### config.mk
export PLATFORM = sky130hd
export DESIGN_NAME = act_quant_pack
export DESIGN_NICKNAME = d
export VERILOG_FILES = /design/src/rtl/lowbit_pkg.sv /design/src/rtl/quant_encode2.sv /design/src/rtl/act_quant_pack.sv
export SDC_FILE = /design/constraint.sdc
export NUM_CORES = 1
export LEC_CHECK = 0
export BUFFER_PORTS_ARGS = -buffer_cell sky130_fd_sc_hd__buf_2
export CORE_MARGIN = 2
export CORE_UTILIZATION = 60
export DETAILED_ROUTE_END_ITERATION = 6
export GPL_TIMING_DRIVEN = 0
export HOLD_SLACK_MARGIN = 0.1
export MAX_ROUTING_LAYER = met4
export PLACE_DENSITY = 0.88
export RECOVER_POWER = 50
export SLEW_MARGIN = 40
export SYNTH_ARGS = -nofsm -noshare
export SYNTH_HDL_FRONTEND = slang
export SYNTH_SLANG_ARGS = --single-unit
### constraint.sdc
create_clock -name clk -period 17.16 [get_ports clk]
set_input_delay 4.29 -clock clk [delete_from_list [all_inputs] [get_ports clk]]
set_output_delay 4.29 -clock clk [all_outputs]
set_load 0.05 [all_outputs]
### src/rtl/lowbit_pkg.sv
// lowbit_pkg: 2-bit activation code constants and encode/decode helpers
package lowbit_pkg;
    localparam logic [1:0] CODE_M3 = 2'b00;
    localparam logic [1:0] CODE_M1 = 2'b01;
    localparam logic [1:0] CODE_P1 = 2'b10;
    localparam logic [1:0] CODE_P3 = 2'b11;
    localparam int PACK_CODES = 16;

    function automatic logic signed [2:0] decode2(input logic [1:0] code);
        return code == CODE_M3 ? -3'sd3 :
               code == CODE_M1 ? -3'sd1 :
               code == CODE_P1 ?  3'sd1 : 3'sd3;
    endfunction

    // Takes a value already saturated to [-4,3]; thresholds sit at -2, 0 and 2.
    function automatic logic [1:0] encode2(input logic signed [3:0] v);
        return v < -4'sd2 ? CODE_M3 :
               v <  4'sd0 ? CODE_M1 :
               v <= 4'sd2 ? CODE_P1 : CODE_P3;
    endfunction
endpackage

### src/rtl/quant_encode2.sv
// quant_encode2: floor-shift an accumulator and map it to a 2-bit activation code
module quant_encode2
    import lowbit_pkg::*;
#(
    parameter int W = 40
) (
    input  logic signed [W-1:0] val,
    input  logic        [4:0]   shift,
    output logic        [1:0]   code
);
    logic signed [W-1:0] v;
    logic signed [3:0]   s;

    always_comb begin
        v = val >>> shift;
        s = v < W'(-4) ? 4'sb1100 : v > W'(3) ? 4'sd3 : v[3:0];
        code = encode2(s);
    end
endmodule

### src/rtl/act_quant_pack.sv
// act_quant_pack: accumulate partials per pixel, requantize to 2-bit codes, pack 16 per word
module act_quant_pack
    import lowbit_pkg::*;
#(
    parameter int ACC_W = 32,
    parameter int EXT_W = 8
) (
    input  logic             clk,
    input  logic             rst_n,
    input  logic [7:0]       cfg_accum_len,
    input  logic [4:0]       cfg_shift,
    input  logic             flush,
    input  logic             in_valid,
    output logic             in_ready,
    input  logic [ACC_W-1:0] partial,
    output logic             out_valid,
    input  logic             out_ready,
    output logic [31:0]      out_data,
    output logic [4:0]       out_count,
    output logic             busy
);
    localparam int AW = ACC_W + EXT_W;

    logic [7:0]          bcnt_q, bcnt_d, len_q, len_d, len_eff;
    logic [4:0]          shift_q, shift_d, shift_eff;
    logic signed [AW-1:0] acc_q, acc_d, acc_next;
    logic [31:0]         pack_q, pack_d, pack_w;
    logic [4:0]          pcnt_q, pcnt_d, pcnt_w;
    logic                flush_pend_q, flush_pend_d;
    logic                out_valid_q, out_valid_d;
    logic [31:0]         out_data_q, out_data_d;
    logic [4:0]          out_count_q, out_count_d;
    logic                fire, first, last, fp;
    logic [1:0]          code;

    assign in_ready  = !out_valid_q || out_ready;
    assign out_valid = out_valid_q;
    assign out_data  = out_data_q;
    assign out_count = out_count_q;
    assign busy      = bcnt_q != 8'd0 || pcnt_q != 5'd0 || flush_pend_q;

    quant_encode2 #(.W(AW)) u_enc (
        .val   (acc_next),
        .shift (shift_eff),
        .code  (code)
    );

    always_comb begin
        fire      = in_valid && in_ready;
        first     = bcnt_q == 8'd0;
        len_eff   = first ? (cfg_accum_len == 8'd0 ? 8'd1 : cfg_accum_len) : len_q;
        shift_eff = first ? cfg_shift : shift_q;
        acc_next  = (first ? '0 : acc_q) + {{EXT_W{partial[ACC_W-1]}}, partial};
        last      = fire && bcnt_q == len_eff - 8'd1;
        pack_w    = last ? pack_q | (32'(code) << {pcnt_q, 1'b0}) : pack_q;
        pcnt_w    = pcnt_q + {4'd0, last};
        fp        = flush_pend_q || flush;
        bcnt_d    = fire ? (last ? 8'd0 : bcnt_q + 8'd1) : bcnt_q;
        acc_d     = fire ? acc_next : acc_q;
        len_d     = fire && first ? len_eff : len_q;
        shift_d   = fire && first ? shift_eff : shift_q;
        pack_d    = pack_w;
        pcnt_d    = pcnt_w;
        flush_pend_d = fp;
        out_valid_d  = out_valid_q && !out_ready;
        out_data_d   = out_data_q;
        out_count_d  = out_count_q;
        if (pcnt_w == 5'(PACK_CODES)) begin
            out_valid_d = 1'b1;
            out_data_d  = pack_w;
            out_count_d = pcnt_w;
            pack_d      = '0;
            pcnt_d      = '0;
        end
        // A full word already emptied the pack, so a pending flush simply retires.
        if (fp && pcnt_d == 5'd0) begin
            flush_pend_d = 1'b0;
        end else if (fp && in_ready) begin
            out_valid_d  = 1'b1;
            out_data_d   = pack_w;
            out_count_d  = pcnt_w;
            pack_d       = '0;
            pcnt_d       = '0;
            flush_pend_d = 1'b0;
        end
    end

    always_ff @(posedge clk or negedge rst_n) begin
        if (!rst_n) begin
            bcnt_q       <= '0;
            len_q        <= '0;
            shift_q      <= '0;
            acc_q        <= '0;
            pack_q       <= '0;
            pcnt_q       <= '0;
            flush_pend_q <= 1'b0;
            out_valid_q  <= 1'b0;
            out_data_q   <= '0;
            out_count_q  <= '0;
        end else begin
            bcnt_q       <= bcnt_d;
            len_q        <= len_d;
            shift_q      <= shift_d;
            acc_q        <= acc_d;
            pack_q       <= pack_d;
            pcnt_q       <= pcnt_d;
            flush_pend_q <= flush_pend_d;
            out_valid_q  <= out_valid_d;
            out_data_q   <= out_data_d;
            out_count_q  <= out_count_d;
        end
    end
endmodule

==> qor.log, run 1 <==
qor: run_status.run_status finished, violations left
qor: run_status.violations_in_the_final_reports DRC, capacitance limit, slew limit
qor: setup_path.kind_of_start_point_of_the_critical_path input port
qor: die.placementRows 52
qor: timing.unrepaired_setup_endpoints_after_global_routing false
qor: clocking.cts_bufs_inserted 17
qor: drt.route.detailed.drc 1
qor: synth.yosysSeqAreaShare 28.1%
qor: synth.synth_top_family_by_area compound AO/OA/AOI/OAI gates
qor: job.maxCapViolations 2
qor: cells_and_area.layout.cells.most_common_list sky130_fd_sc_hd__nand2_1, sky130_fd_sc_hd__dfrtp_1, sky130_fd_sc_hd__nor2_1
qor: drt.drt_first_iter_violations 1605
qor: synth.synth_top_area_share 28.1%
qor: setup_path.cell_repeated_most_along_the_worst_path sky130_fd_sc_hd__clkbuf_1
qor: synth.synth_area 12200 um^2
qor: synth.synth_flop_cell sky130_fd_sc_hd__dfrtp_1
qor: cells_and_area.drive_gt1_share 12.7%
qor: clocking.cts_tree yes
qor: synth.syn-mean-instance-area 7.94 um^2
qor: setup_path.critical_path.n_buffers_inverters 2
qor: synth.synth.distinct_cells 95
qor: timing.timing.max_slew.rel_slack -150%
qor: placed_design.routabilityCongestion 1.02
qor: setup_path.cpMaxStageDelayCell sky130_fd_sc_hd__clkbuf_1
qor: setup_path.required 16.85 ns
qor: timing.fmaxAchievable 99.4 MHz
qor: drt.routed-via-count 13672
qor: timing.fin_setup_tns 0 ns
qor: cells_and_area.num-fill-cells 1651
qor: clocking.htree_levels 4
qor: clocking.clock-root-buffer sky130_fd_sc_hd__clkbuf_16
qor: timing.period_minus_slack 10.06 ns
qor: timing.worst_clock_skew 0.0148 ns
qor: setup_path.critical_path_arrival 9.76 ns
qor: setup_path.critPathMaxStageDelay 2.79 ns
qor: cells_and_area.final_nets 1739
qor: setup_path.critical_path.endpoint out_data[0]$_DFF_PN0_
qor: setup_path.rrSetupSlack 8.84 ns
qor: setup_path.path_cells clkbuf_1 > clkbuf_1
qor: clocking.max_buffers_root_to_sink 2
qor: clocking.worstSkewPairLatency 0.45 ns
qor: setup_path.crit_fanout 74
qor: synth.synth_compound_area_share 28.0%
qor: synth.synth-adder-area-share 4.68%
qor: synth.synth-edff-count 0
qor: die.die_span_in_x 146 um
qor: grt.wire_length_of_the_first_global_routing_pass 70900 um
qor: grt.grt_pass1_vias 12907
qor: synth.synth-async-reset-ratio 100%
qor: synth.post_synth_main_area_contributors sky130_fd_sc_hd__dfrtp_1, sky130_fd_sc_hd__nand2_1, sky130_fd_sc_hd__ha_1
qor: synth.synth-xor-area-share 3.07%
qor: die.area_inside_the_core_boundary 20100 um^2
qor: setup_path.worstSetupEndpointType async pin
qor: setup_path.setup.worst_path.class input port to async pin
qor: setup_path.worst_r2r_endpoint pack_q[8]$_DFF_PN0_
qor: die.die_height 146 um
qor: timing.hold_viol_final 0
qor: setup_path.r2r-start bcnt_q[1]$_DFFE_PN0P_
qor: placed_design.portBuffers 89
qor: setup_path.critical_path_depth 2
qor: setup_path.worst_setup_path_startpoint rst_n
qor: die.design.portCount 90
qor: die.start_util 60.6%
qor: clocking.ctsHoldBuffers 0
qor: clocking.worst_setup_hold_path_clk_slew 0.07 ns
qor: grt.grt_util_all_layers 43.1%
qor: synth.synthSimpleGateAreaFrac 24.8%
qor: grt.antenna_found_initial 4
qor: cells_and_area.syn2layout_area_growth 11.6%
qor: clocking.postCtsSetupRepairBufs 0
qor: synth.yosys_warnings 0
qor: cells_and_area.layout_commonest_cell sky130_fd_sc_hd__nand2_1
qor: synth.yosys_register_bits 137
qor: synth.yosysTopAreaCell sky130_fd_sc_hd__dfrtp_1
qor: synth.syn_inst 1535
qor: min_path.number_of_instances_on_the_worst_hold_path 2
qor: grt.largest_net_degree_at_the_start_of_global_routing 75
qor: drt.drt-total-wl 45100 um
qor: min_path.timing.hold.worst.class register to register
qor: drt.firstDrtPassIters 7
qor: placed_design.detailed_place_hpwl 33800 um
qor: drt.wire_per_inst 23.4 um
qor: die.die_area 21500 um^2
qor: timing.fin_crit_sh 58.6%
qor: synth.synthesized_nets 1630
qor: synth.synthMuxAreaShare 7.07%
qor: timing.worstMarginPinSlew 3.75 ns
qor: setup_path.rr_worst_depth 27
qor: drt.vias_per_cell 7.08
qor: drt.final_antenna_net_count 0
qor: setup_path.crit_family buffers and inverters
qor: timing.number_of_pins_with_negative_max_slew_slack_in_the_final_report 140
qor: grt.remaining_global_route_overflow 0
qor: clocking.cts_resized 0
qor: clocking.cts.sink_count 137
qor: timing.timing.final.setup_violations 0
==> through the flow <==
stage	utilization [%]	area (um^2)	std cells	hold WS [ns]	worst slack, ns
final	67.6	13600	1930	0.471	7.10
after global placement	64.5	13000	1894	0.450	7.65
after CTS	67.8	13600	1927	0.470	7.87
after floorplan	-	12200	1535	0.437	7.94
after detailed placement	64.7	13000	1895	0.454	7.61
after global routing	67.6	13600	1930	0.488	5.80
==> cells in the mapped netlist, drive strengths merged, types with 6 or more instances <==
cell and n:
a41oi 6, and4 13, a2111oi 6, inv 15, a211o 7, o31ai 8, o22ai 17, o221ai 8
nand2b 12, a22oi 12, mux2i 54, a21oi 78, nor3 42, and2 60, o41ai 33, nand3 45
xnor2 22, a211oi 24, o21a 15, mux2 21, dfrtp 137, buf 51, ha 44, nand2 244
xor2 18, nor2 124, o211ai 27, a22o 9, a31oi 31, or3 11, and3 11, clkbuf 52
o2111ai 9, nand4 30, or4 6, a221oi 13, a21o 15, o21ai 115, nor4 12
==> per-layer routing <==
layer	vias to the layer above	global-route usage, %	part of all wire, %
met4	0	18.3	4.4
met1	6428	55.6	39
met5	-	-	0
met2	1007	66.1	45
li1	6049	-	-
met3	188	9.16	12
==> cell type report <==
cell class	instances	area [um^2]	share of cell area, %
multi-input cells	1280	8250	60.7
flip-flops and latches	137	3430	25.2
plain buffers	103	459	3.38
repair buffers	90	428	3.15
clock buffers	17	425	3.13
well taps	270	338	2.49
clock inverters	15	196	1.45
inverters	15	56.3	0.414
diodes	3	7.51	0.0552
==> kinds of logic after synthesis <==
| logic type | Yosys count |
|---|---|
| and+or+nand+nor | 629 |
| xor gates and xnor gates | 41 |
| AOI/OAI and AO/OA | 487 |
| adders and majority gates | 45 |
| DFF | 137 |
| muxes | 78 |
| buffers and inverters | 118 |
==> worst min-delay path, delay by kind of cell, from the launching register on <==
family	cells	cell delay, ns
DFF	1	0.34
and+or+nand+nor	2	0.10
==> registers in the layout (all words and copies together), names as in the netlist <==
name and cells:
acc_q 40, bcnt_q 8, flush_pend_q 1, len_q 8, out_count 5, out_data 32
out_valid 1, pack_q 32, pcnt_q 5, shift_q 5
==> worst min path at each step <==
| stage | startpoint | endpoint | slack [ns] |
|---|---|---|---|
| finish | acc_q[0]$_DFFE_PN0P_ | acc_q[0]$_DFFE_PN0P_ | 0.47 |
| global route | acc_q[7]$_DFFE_PN0P_ | acc_q[7]$_DFFE_PN0P_ | 0.49 |
| CTS | acc_q[0]$_DFFE_PN0P_ | acc_q[0]$_DFFE_PN0P_ | 0.47 |
| detailed placement | acc_q[0]$_DFFE_PN0P_ | acc_q[0]$_DFFE_PN0P_ | 0.45 |
| global placement | acc_q[7]$_DFFE_PN0P_ | acc_q[7]$_DFFE_PN0P_ | 0.45 |
| floorplan | acc_q[0]$_DFFE_PN0P_ | acc_q[0]$_DFFE_PN0P_ | 0.44 |
Power of run 1 is not shown: default switching activity piles up to over one toggle a cycle in this logic, so the estimate is an artifact.
==> run 2: changes to the inputs <==
- CORE_UTILIZATION: 60 -> 56
- PLACE_DENSITY: 0.88 -> 0.87
- clock period: 17.16 -> 9.16 ns (I/O delays scaled with it)
==> run 2 against run 1 <==
  * The flow finishes with violations (capacitance limit, slew limit)
  * Worst setup slack got worse by 6.5 ns
  * Sequential share of layout area did not move
  * Core utilization fell by 3.4 points
  * Final cell count rose by 0.10%
  * Clock-buffer cell count did not move
  * Final area did not move
  * Die area rose by 6.9%
  * First-iteration DRC count rose by 7.0%
==> qor.log, run 2 (synthesis results as in run 1) <==
qor: setup_path.crit_fanout 10
qor: placed_design.routabilityCongestion 1.07
qor: grt.grt_util_all_layers 40.2%
qor: grt.globalRouteMet1Util 53.1%
qor: cells_and_area.num-fill-cells 1779
qor: run_status.run_status finished, violations left
qor: cells_and_area.syn2layout_area_growth 11.6%
qor: cells_and_area.final_nets 1739
qor: drt.firstDrtPassIters 6
qor: cells_and_area.layout.cells.most_common_list sky130_fd_sc_hd__nand2_1, sky130_fd_sc_hd__dfrtp_1, sky130_fd_sc_hd__nor2_1
qor: die.design.portCount 90
qor: grt.grt.met2_usage 60.6%
qor: grt.antenna_found_initial 0
qor: clocking.cts_bufs_inserted 17
qor: timing.number_of_pins_with_negative_max_slew_slack_in_the_final_report 60
qor: drt.final_antenna_net_count 0
qor: cells_and_area.drive_gt1_share 12.6%
qor: grt.wire_length_of_the_first_global_routing_pass 69600 um
qor: drt.wire_per_inst 22.9 um
qor: job.maxCapViolations 1
qor: cells_and_area.max_ffs_per_register 40
qor: drt.drt_first_iter_violations 1717
qor: grt.gr-usage-met3 8.26%
qor: cells_and_area.registers.top_by_ff_count acc_q
qor: timing.fmaxAchievable 117 MHz
qor: clocking.clock-root-buffer sky130_fd_sc_hd__clkbuf_16
qor: die.die_span_in_x 151 um
qor: clocking.cts_tree yes
qor: grt.largest_net_degree_at_the_start_of_global_routing 79
qor: clocking.worstSkewPairLatency 0.44 ns
qor: grt.grt_pass1_vias 12750
qor: setup_path.critical_path.n_buffers_inverters 7
qor: cells_and_area.layout_commonest_cell sky130_fd_sc_hd__nand2_1
qor: clocking.max_buffers_root_to_sink 2
qor: timing.worstMarginPinSlew 3.54 ns
qor: timing.fin_crit_sh 93.3%
qor: setup_path.critical_path_arrival 8.84 ns
qor: timing.hold_viol_final 0
qor: setup_path.crit_family compound AO/OA/AOI/OAI gates
qor: placed_design.portBuffers 89
qor: timing.timing.max_slew.rel_slack -136%
qor: placed_design.detailed_place_hpwl 32800 um
qor: setup_path.critPathMaxStageDelay 0.58 ns
qor: grt.top_usage_layer met2
qor: setup_path.cpMaxStageDelayCell sky130_fd_sc_hd__buf_1
qor: setup_path.worstSetupEndpointType register
qor: clocking.postCtsSetupRepairBufs 0
qor: clocking.ctsHoldBuffers 0
qor: drt.route.detailed.drc 0
qor: clocking.htree_levels 4
qor: setup_path.required 9.46 ns
qor: die.die_height 151 um
qor: clocking.worst_setup_hold_path_clk_slew 0.08 ns
qor: drt.drt-total-wl 44200 um
qor: timing.unrepaired_setup_endpoints_after_global_routing false
qor: clocking.cts.sink_count 137
qor: clocking.cts_resized 0
qor: setup_path.setup.worst_path.class register to register
qor: grt.remaining_global_route_overflow 0
qor: drt.vias_per_cell 7.04
qor: timing.worst_clock_skew 0.0154 ns
qor: min_path.timing.hold.worst.class register to register
qor: drt.routed-via-count 13594
qor: timing.period_minus_slack 8.54 ns
qor: run_status.violations_in_the_final_reports capacitance limit, slew limit
qor: timing.fin_setup_tns 0 ns
qor: die.area_inside_the_core_boundary 21200 um^2
qor: cells_and_area.antenna_cells 0
qor: timing.timing.final.setup_violations 0
qor: die.start_util 57.6%
qor: die.die_area 22900 um^2
qor: die.placementRows 53
qor: timing.worst_hold_slack 0.470 ns
qor: setup_path.kind_of_start_point_of_the_critical_path register
[run 2: worst paths after layout]
path | from | endpoint | slack, ns | cells after the start
max | bcnt_q[1]$_DFFE_PN0P_ | out_data[24]$_DFF_PN0_ | 0.62 | 27
min | acc_q[32]$_DFFE_PN0P_ | acc_q[32]$_DFFE_PN0P_ | 0.47 | 2
max reg2reg | bcnt_q[1]$_DFFE_PN0P_ | out_data[24]$_DFF_PN0_ | 0.62 | 27
min reg2reg | acc_q[32]$_DFFE_PN0P_ | acc_q[32]$_DFFE_PN0P_ | 0.47 | 2
max in group asynchronous | rst_n | len_q[7]$_DFFE_PN0P_ | 4.10 | 1
min in group asynchronous | rst_n | acc_q[34]$_DFFE_PN0P_ | 3.05 | 1
[run 2: layout make-up]
class	instances	area, um^2	share of cell area, %
Buffer	103	459	3.38
Clock buffer	17	425	3.13
Clock inverter	15	173	1.27
Inverter	15	56.3	0.414
Multi-Input combinational cell	1280	8260	60.8
Sequential cell	137	3430	25.2
Tap cell	275	344	2.53
Timing Repair Buffer	90	447	3.29
[run 2: worst reg2reg max path: cells and delay by family, from the launching register on]
family | cells | cell delay, ns
AOI/OAI and AO/OA | 9 | 2.88
adders and majority gates | 3 | 0.83
buffers and inverters | 7 | 2.45
DFF | 1 | 0.46
and+or+nand+nor | 8 | 1.76
[run 2: metal layers]
layer  up-vias  part of all wire (%)
met1      6430                    40
met3       177                    12
met2       959                    44
li1       6028                     -
met5         -                     0
met4         0                   4.5
[run 2: through the flow]
step           area (um^2)  util [%]  std cells  setup slack (ns)
2_1_floorplan        12200         -       1535              3.08
3_3_place_gp         13000      61.3       1899              1.29
3_5_place_dp         13000      61.6       1900              1.09
4_1_cts              13600      64.4       1932              1.06
5_1_grt              13600      64.2       1932             0.431
6_report             13600      64.2       1932             0.618
Power of run 2 is left out for the same reason.
==> run 3: changes to the inputs <==
- CORE_ASPECT_RATIO: default -> 2
==> run 3 against run 2 <==
  * The run ends with DRC, capacitance limit, slew limit left
  * Fmax is 0.50% lower
  * Worst hold slack worse by 0.00092 ns
  * Final area is 0.74% higher
  * Die area is 0.31% higher
  * Critical path depth is 1 lower
  * Register-to-register slack worse by 0.04 ns
  * Clock skew is 0.0029 ns lower
  * Highest routed layer unchanged
==> qor.log, run 3 (synthesis results as in run 1) <==
qor: clocking.ctsHoldBuffers 0
qor: grt.grt_pass1_vias 14107
qor: drt.wire_per_inst 28.0 um
qor: die.die_span_in_x 108 um
qor: grt.grt_util_all_layers 50.0%
qor: cells_and_area.registers.top_by_ff_count acc_q
qor: setup_path.required 9.47 ns
qor: setup_path.cpMaxStageDelayCell sky130_fd_sc_hd__a211oi_2
qor: run_status.run_status finished, violations left
qor: setup_path.critical_path.n_buffers_inverters 7
qor: die.design.portCount 90
qor: placed_design.detailed_place_hpwl 41500 um
qor: setup_path.kind_of_start_point_of_the_critical_path register
qor: grt.wire_length_of_the_first_global_routing_pass 82000 um
qor: timing.fmaxAchievable 116 MHz
qor: die.start_util 56.7%
qor: min_path.number_of_instances_on_the_worst_hold_path 2
qor: timing.unrepaired_setup_endpoints_after_global_routing false
qor: clocking.htree_levels 4
qor: setup_path.rr_worst_depth 26
qor: cells_and_area.finalNonFillerCells 1936
qor: grt.remaining_global_route_overflow 0
qor: drt.routed-via-count 13836
qor: clocking.max_buffers_root_to_sink 2
qor: timing.hold_viol_final 0
qor: placed_design.place.detailed.instances 1898
qor: placed_design.routabilityCongestion 1.09
qor: setup_path.worstSetupEndpointType register
qor: drt.firstDrtPassIters 7
qor: drt.drt_first_iter_violations 1384
qor: setup_path.cell_repeated_most_along_the_worst_path sky130_fd_sc_hd__buf_2
qor: cells_and_area.layout.cells.most_common_list sky130_fd_sc_hd__nand2_1, sky130_fd_sc_hd__dfrtp_1, sky130_fd_sc_hd__nor2_1
qor: timing.period_minus_slack 8.59 ns
qor: cells_and_area.max_ffs_per_register 40
qor: cells_and_area.final_nets 1744
qor: placed_design.portBuffers 89
qor: setup_path.setup.worst_path.class register to register
qor: run_status.violations_in_the_final_reports DRC, capacitance limit, slew limit
qor: die.die_area 23000 um^2
qor: setup_path.crit_family simple AND/OR/NAND/NOR gates
qor: drt.vias_per_cell 7.15
qor: clocking.cts_tree yes
qor: cells_and_area.syn2layout_area_growth 12.4%
qor: timing.fin_setup_tns 0 ns
qor: cells_and_area.layout_commonest_cell sky130_fd_sc_hd__nand2_1
qor: grt.antenna_found_initial 1
qor: drt.route.detailed.drc 1
qor: timing.worstMarginPinSlew 4.28 ns
qor: cells_and_area.post-route-util 63.7%
qor: die.die_height 213 um
qor: clocking.worst_setup_hold_path_clk_slew 0.07 ns
qor: die.area_inside_the_core_boundary 21500 um^2
qor: setup_path.critPathMaxStageDelay 0.63 ns
qor: timing.fin_crit_sh 93.7%
qor: timing.number_of_pins_with_negative_max_slew_slack_in_the_final_report 70
qor: clocking.cts.sink_count 137
qor: drt.drt-total-wl 54300 um
qor: drt.final_antenna_net_count 0
qor: timing.worst_clock_skew 0.0125 ns
qor: timing.timing.final.setup_violations 0
qor: min_path.timing.hold.worst.class register to register
qor: clocking.worstSkewPairLatency 0.46 ns
qor: job.maxCapViolations 1
qor: grt.largest_net_degree_at_the_start_of_global_routing 71
qor: setup_path.crit_fanout 10
qor: clocking.clock-root-buffer sky130_fd_sc_hd__clkbuf_16
qor: die.placementRows 76
qor: setup_path.critical_path_arrival 8.90 ns
qor: cells_and_area.drive_gt1_share 13.6%
qor: clocking.cts_bufs_inserted 17
qor: setup_path.critical_path_depth 26
qor: timing.timing.max_slew.rel_slack -185%
[run 3: changes by cell type in the layout (fill, tap and decap cells not counted), sizes merged]
cell | before | now
clkbuf | 90 | 96
clkinv | 5 | 3
buf | 120 | 121
bufinv | 0 | 3
diode | 0 | 1
inv | 24 | 21
[run 3: worst paths after layout]
check | start | endpoint | slack, ns
worst max-delay path | bcnt_q[0]$_DFFE_PN0P_ | pack_q[8]$_DFF_PN0_ | 0.57
worst min register to register | acc_q[22]$_DFFE_PN0P_ | acc_q[22]$_DFFE_PN0P_ | 0.47
worst max register to register | bcnt_q[0]$_DFFE_PN0P_ | pack_q[8]$_DFF_PN0_ | 0.57
max in group asynchronous | rst_n | out_data[7]$_DFF_PN0_ | 3.41
worst min-delay path | acc_q[22]$_DFFE_PN0P_ | acc_q[22]$_DFFE_PN0P_ | 0.47
min in group asynchronous | rst_n | acc_q[13]$_DFFE_PN0P_ | 3.34
[run 3: stage by stage]
step,area [um^2],setup slack (ns),hold WS [ns]
2_1_floorplan,12200,3.08,0.437
3_3_place_gp,13000,0.662,0.450
3_5_place_dp,13000,0.639,0.455
4_1_cts,13700,0.576,0.470
5_1_grt,13700,0.117,0.486
6_report,13700,0.574,0.469
[run 3: per-layer routing]
layer  wire length (um)  share of wire [%]  track usage [%]
met3               4330                8.0             16.1
met4               7060                 13             53.4
met1              16400                 30             42.9
met2              26500                 49             80.1
met5                  0                  0                -
[run 3: worst register-to-register path, delay by kind of cell, from the launching register on]
kind,cells,cell delay [ns]
and+or+nand+nor,10,3.03
AOI/OAI and AO/OA,7,2.51
buffers and inverters,7,2.02
adders and majority gates,2,0.46
DFF,1,0.42
[run 3: area by class of cell]
cell class              instances  area [um^2]
fillers                      1943         7800
clock inverters                13          179
multi-input cells            1280         8290
clock buffers                  19          453
flip-flops and latches        137         3430
repair buffers                 95          472
inverters                      15         56.3
well taps                     273          342
plain buffers                 103          464
diodes                          1         2.50
[run 3: timing repair]
action,CTS,global route
resized for setup,0,2
setup endpoints to repair,0,30
setup buffers,0,0
hold endpoints to repair,0,0
Power of run 3 is left out for the same reason.
